File: config.mk
export PLATFORM = sky130hd
export DESIGN_NAME = stage_fetch
export DESIGN_NICKNAME = d
export VERILOG_FILES = /design/src/rtl/stage_fetch.sv
export SDC_FILE = /design/constraint.sdc
export NUM_CORES = 1
export LEC_CHECK = 0
export ABC_AREA = 0
export CAP_MARGIN = 20
export CORE_MARGIN = 1.5
export CORE_UTILIZATION = 33
export CTS_CLUSTER_DIAMETER = 120
export DETAILED_ROUTE_END_ITERATION = 16
export GPL_ROUTABILITY_DRIVEN = 0
export PLACE_DENSITY = 0.67
export SETUP_SLACK_MARGIN = 0.05
export SKIP_LAST_GASP = 1
export SYNTH_ARGS = -nofsm -noshare
export SYNTH_HDL_FRONTEND = slang
export SYNTH_SLANG_ARGS = --single-unit
File: constraint.sdc
create_clock -name clk -period 4.5 [get_ports clk]
set_clock_uncertainty 0.1 [all_clocks]
set_input_delay 0.45 -clock clk [delete_from_list [all_inputs] [get_ports clk]]
set_output_delay 0.45 -clock clk [all_outputs]
set_load 0.05 [all_outputs]
File: src/rtl/stage_fetch.sv
// Instruction-fetch stage with IF/ID pipeline register; single outstanding imem request.
// Optional FETCH_PERF_CNT_EN adds out_bubble_cycles, which counts cycles where IF/ID loads a bubble.
module stage_fetch #(
   parameter logic [31:0] RESET_PC  = 32'h0000_0000,
   parameter logic [31:0] NOP_INSTR = 32'h0000_0013
) (
   input  logic        clk,
   input  logic        reset,
   input  logic        in_pc_write_disable,
   input  logic        in_IFID_write_disable,
   input  logic        in_branch_taken,
   input  logic [31:0] in_branch_target,
   output logic        out_imem_req,
   output logic [31:0] out_imem_addr,
   input  logic        in_imem_ready,
   input  logic [31:0] in_imem_rdata,
   output logic [31:0] out_instruction,
   output logic [31:0] out_PC,
   output logic        out_valid
`ifdef FETCH_PERF_CNT_EN
   ,
   output logic [31:0] out_bubble_cycles
`endif
);

   typedef enum logic [1:0] {FETCH, WAIT, HOLD, DRAIN} state_t;

   state_t      state, state_next;
   logic [31:0] pc, pc_next;
   logic [31:0] hold_buf, buf_next;
   logic        deliver;
   logic [31:0] deliver_instr;
   logic        load_bubble;

   assign out_imem_addr = pc;

   always_ff @(posedge clk or posedge reset) begin
      if (reset) begin
         state    <= FETCH;
         pc       <= RESET_PC;
         hold_buf <= '0;
      end else begin
         state    <= state_next;
         pc       <= pc_next;
         hold_buf <= buf_next;
      end
   end

   always_comb begin
      state_next    = state;
      pc_next       = pc;
      buf_next      = hold_buf;
      deliver       = 1'b0;
      deliver_instr = hold_buf;
      out_imem_req  = 1'b0;
      case (state)
         FETCH: begin
            if (in_branch_taken) begin
               pc_next = in_branch_target;
            end else if (!in_pc_write_disable) begin
               out_imem_req = 1'b1;
               state_next   = WAIT;
            end
         end
         WAIT: begin
            if (in_imem_ready) begin
               if (in_branch_taken) begin
                  pc_next    = in_branch_target;
                  state_next = FETCH;
               end else if (!in_IFID_write_disable) begin
                  deliver       = 1'b1;
                  deliver_instr = in_imem_rdata;
                  pc_next       = pc + 32'd4;
                  state_next    = FETCH;
               end else begin
                  buf_next   = in_imem_rdata;
                  state_next = HOLD;
               end
            end else if (in_branch_taken) begin
               pc_next    = in_branch_target;
               state_next = DRAIN;
            end
         end
         HOLD: begin
            if (in_branch_taken) begin
               pc_next    = in_branch_target;
               buf_next   = '0;
               state_next = FETCH;
            end else if (!in_IFID_write_disable) begin
               deliver       = 1'b1;
               deliver_instr = hold_buf;
               pc_next       = pc + 32'd4;
               state_next    = FETCH;
            end
         end
         DRAIN: begin
            if (in_branch_taken) pc_next = in_branch_target;
            if (in_imem_ready) state_next = FETCH;
         end
         default: state_next = FETCH;
      endcase
      if (reset) out_imem_req = 1'b0;
      // deliver already implies !IFID_write_disable, so "not bubble, not deliver" means hold
      load_bubble = in_branch_taken || (!in_IFID_write_disable && !deliver);
   end

   always_ff @(posedge clk or posedge reset) begin
      if (reset) begin
         out_instruction <= NOP_INSTR;
         out_PC          <= '0;
         out_valid       <= 1'b0;
      end else if (load_bubble) begin
         out_instruction <= NOP_INSTR;
         out_PC          <= '0;
         out_valid       <= 1'b0;
      end else if (deliver) begin
         out_instruction <= deliver_instr;
         out_PC          <= pc;
         out_valid       <= 1'b1;
      end
   end

`ifdef FETCH_PERF_CNT_EN
   always_ff @(posedge clk or posedge reset) begin
      if (reset) out_bubble_cycles <= '0;
      else if (load_bubble) out_bubble_cycles <= out_bubble_cycles + 32'd1;
   end
`endif

endmodule

==> out/results.md <==
| Step | Quantity | This run |
|:---|:---|:---|
| timing | Fin. Hold Viols | 0 |
| power | Overall power after layout | 5.46 mW |
| routing | Post-DRT Antenna Nets | 0 |
| clock network | Worst-path clk slew | 0.06 ns |
| clock network | Inserted Clock Buffers | 17 |
| logic synthesis | Warnings from Yosys | 0 |
| power | Peak supply drop | 0.351 mV |
| logic synthesis | Per-instance average area after synthesis | 11.1 µm² |
| power | Power per cell area | 628 nW/µm² |
| clock network | Clk sink count | 131 |
| final layout | ANT cells | 0 |
| timing | RSZ-0062 raised after global routing | false |
| grt | Via count of the first global-routing pass | 5380 |
| clock network | # Post-CTS Setup Buffers | 0 |
| logic synthesis | Top cell types by occurrence after synthesis | sky130_fd_sc_hd__dfrtp_1 (128), sky130_fd_sc_hd__a22o_1 (62), sky130_fd_sc_hd__mux2i_1 (56), sky130_fd_sc_hd__nand2_1 (51), sky130_fd_sc_hd__o21ai_0 (46) |
| final layout | Area Overhead vs Synth | 43.8% |
| clock network | Cells resized by post-CTS repair | 0 |
| logic synthesis | Dominant combinational cell family by area after synthesis | compound AO/OA/AOI/OAI gates |
| die | Starting density of the core | 33.6% |
| routing | Total via count after detailed routing | 5222 |
| grt | Pin count of the biggest net entering global routing | 111 |
| worst setup path | Beginning of the worst register-to-register path | out_imem_addr[2] |
| die | Vertical die dimension | 138 µm |
| worst setup path | Endpoint of the lowest-slack register-to-register path | out_imem_addr[30] |
| routing | Detailed-route wire length per cell | 19.1 µm |
| logic synthesis | Synthesized-area fraction occupied by xor and xnor cells | 0% |
| worst setup path | Peak fanout along the critical path | 4 |
| clock network | Skew-Pair Late Insertion Delay | 0.41 ns |
| die | Number of top-level pins | 168 |
| die | Floorplan core area | 18000 µm² |
| flow run | Maximum capacitance violations | 0 |
| timing | Period utilization | 62.8% |
| grt | GRT Overall Usage | 19.1% |
| min path | Launch instance of the worst min-delay path | out_instruction[30] |
| place | Number of input and output port buffers inserted | 167 |
| power | Leakage | 3.64 nW |
| logic synthesis | Post-synthesis cell area | 6040 µm² |
| timing | Final number of setup-violating endpoints | 0 |
| min path | Min-delay worst type | reg2reg |
| routing | Number of iterations in the first detailed-routing pass | 5 |
| logic synthesis | Share of synthesized cell area in full adder, half adder and majority cells | 1.24% |
| die | Number of core rows | 49 |
| logic synthesis | Share of async-settable or async-resettable flops after synthesis | 100% |
| timing | Final critical delay including setup and external delays | 2.82 ns |
| logic synthesis | Cell with the most instances after synthesis | sky130_fd_sc_hd__dfrtp_1 |
| logic synthesis | Mux contribution to synthesized area | 11.0% |
| routing | Total length of routed wires | 18.0 mm |
| final layout | Number of nets at the end of the flow | 780 |
| final layout | Share of post-route cells with drive strength above 1 | 9.21% |
| logic synthesis | Count of flip-flops with a built-in enable after synthesis | 0 |
| logic synthesis | Syn_nets | 619 |
| worst setup path | Slowest CP cell | sky130_fd_sc_hd__clkdlybuf4s50_1 |
| worst setup path | Sort of element at the end of the critical path | output port |
| worst setup path | Worst endpoint required time | 3.95 ns |
| outcome | Result of the run | completed |
| clock network | Number of levels the H-tree was split into | 4 |
| place | DP HPWL | 12.1 mm |
| clock network | Root buffer selected by CTS | sky130_fd_sc_hd__clkbuf_16 |
| timing | Max-Slew Margin vs Limit | 39.5% |
| timing | Sum Neg Setup Slack | 0 ns |
| worst setup path | Critical Path Max Stage Delay | 0.90 ns |
| min path | WHS Path Cells | 2 |
| min path | Worst Hold Endpoint | out_instruction[30] |
| clock network | Hold bufs inserted after CTS | 0 |
| logic synthesis | Library cells used by synthesis | 54 |
| routing | Vias per cell | 5.52 |
| worst setup path | Critical path class | reg2out |
| logic synthesis | Post-synthesis simple-gate area fraction | 10.7% |
| logic synthesis | Most instantiated flip-flop cell in the synthesis netlist | sky130_fd_sc_hd__dfrtp_1 |
| worst setup path | Family with the most delay on the worst path | buffers and inverters |
| worst setup path | Critical path cell sequence | inv_1, ha_1, nor4b_1, clkdlybuf4s50_1 |
| clock network | Clk buf depth | 2 |
| worst setup path | CP arrival | 2.27 ns |
| clock network | Clock tree from TritonCTS | done |
| logic synthesis | Dominant cell type by area after synthesis | sky130_fd_sc_hd__dfrtp_1 |
| grt | Global-route wire length before repair | 29.2 mm |
| logic synthesis | Synth top area share | 53.0% |
| timing | Max Freq | 354 MHz |
| grt | Overflow after GRT | 0 |
| die | Area enclosed by the die boundary | 19100 µm² |
| logic synthesis | Number of standard cells after synthesis | 543 |
| die | Horizontal die dimension | 138 µm |
| grt | Initial antenna violation count | 1 |
| routing | DRC Markers | 0 |
| logic synthesis | Share of the synthesized area in compound gates (AO/OA/AOI/OAI) | 20.0% |
| routing | Starting DRT DRC Count | 291 |
| timing | Actual slew at the worst max-slew pin | 0.908 ns |
| worst setup path | Worst R2R Path Depth | 6 |
| logic synthesis | Number of flip-flops and latches in the synthesized netlist | 131 |
| worst setup path | Slack of the worst reg-to-reg path | 1.91 ns |
| logic synthesis | Sequential share of the synthesized area | 54.3% |
| timing | Pins Over Slew Limit | 0 |
| worst setup path | Element type at the critical path start | flop |
| logic synthesis | Synth area leaders | sky130_fd_sc_hd__dfrtp_1 (53%), sky130_fd_sc_hd__mux2i_1 (9.3%), sky130_fd_sc_hd__a22o_1 (9.0%) |
| worst setup path | Number of buffer and inverter instances along the worst setup path | 2 |
## worst register-to-register path: cells and delay by family (launching register included)
kind / cells / cell delay (ns)
fa+ha+maj: 1 / 0.26
simple gates: 4 / 1.39
flops: 1 / 0.51
compound gates: 1 / 0.24
## cells by family (layout without fill, tap and decap cells)
logic type	after synthesis	in the layout
multiplexers	65	65
flip-flops	131	131
AND/OR/NAND/NOR	130	130
adder cells (fa/ha/maj)	6	6
AO/OA/AOI/OAI	167	167
buffers and inverters	44	218
## sequential cells by signal, summed over array words and instances, names as in the netlist
signal	flops
out_valid	1
out_PC	32
out_instruction	32
state	2
hold_buf	32
out_imem_addr	32
## per-layer routing
metal | up-vias | routed length, µm | global-route usage (%)
met2 | 201 | 8640 | 30.8
met3 | 29 | 1270 | 6.20
met4 | 2 | 339 | 6.32
met5 | - | 12 | 0
met1 | 2628 | 7770 | 24.2
li1 | 2362 | - | -
## cell type report
type	instances	area [µm²]
Fill cell	1590	9270
Tap cell	229	287
Clock inverter	8	170
Sequential cell	131	3280
Timing Repair Buffer	178	1790
Multi-Input combinational cell	368	2620
Clock buffer	24	502
Inverter	8	35.0
## how the worst max path moves through the flow
stage	to	cells after the start	slack, ns	from
after CTS	out_imem_req	4	1.64	state[1]
final	out_imem_req	4	1.68	state[0]
after global placement	out_imem_addr[28]	6	1.60	in_IFID_write_disable
after floorplan	hold_buf[0]	1	0.46	reset
after global routing	out_imem_req	4	1.57	state[1]
after detailed placement	hold_buf[31]	6	1.51	in_branch_taken
## where the power goes
group          total, mW  internal [mW]  switching, mW
combinational       2.05          0.757           1.29
clock               1.57           1.06          0.512
sequential          1.85           1.48          0.364
total               5.46           3.30           2.17
## through the flow
step           setup slack [ns]  hold slack (ns)  util (%)  cells  cell area, µm²
3_3_place_gp               1.60            0.360      44.3    911            7950
5_1_grt                    1.57            0.398      48.4    946            8690
3_5_place_dp               1.51            0.371      44.3    911            7950
4_1_cts                    1.64            0.383      48.0    943            8630
6_report                   1.68            0.379      48.4    946            8690
2_1_floorplan             0.457            0.365         -    543            6040
## placed cells by master, fill, tap and decap left out, types with 3 or more instances in the layout
cell,count
sky130_fd_sc_hd__nand3_1,16
sky130_fd_sc_hd__clkdlybuf4s50_1,166
sky130_fd_sc_hd__clkbuf_16,17
sky130_fd_sc_hd__and3_1,3
sky130_fd_sc_hd__a22o_1,62
sky130_fd_sc_hd__ha_1,6
sky130_fd_sc_hd__mux2i_1,56
sky130_fd_sc_hd__dfrtp_1,128
sky130_fd_sc_hd__nor2_1,24
sky130_fd_sc_hd__o32ai_1,4
sky130_fd_sc_hd__nand4_1,7
sky130_fd_sc_hd__nor3_1,6
sky130_fd_sc_hd__dfstp_2,3
sky130_fd_sc_hd__and2_1,4
sky130_fd_sc_hd__mux2_2,9
sky130_fd_sc_hd__inv_1,7
sky130_fd_sc_hd__buf_4,8
sky130_fd_sc_hd__bufinv_16,5
sky130_fd_sc_hd__nand2_1,51
sky130_fd_sc_hd__o21ai_0,46
sky130_fd_sc_hd__o31ai_1,10
sky130_fd_sc_hd__clkbuf_8,5
sky130_fd_sc_hd__a21oi_1,15
sky130_fd_sc_hd__o41ai_1,3
sky130_fd_sc_hd__o22ai_1,4
Power figures use the tool's default switching activity.
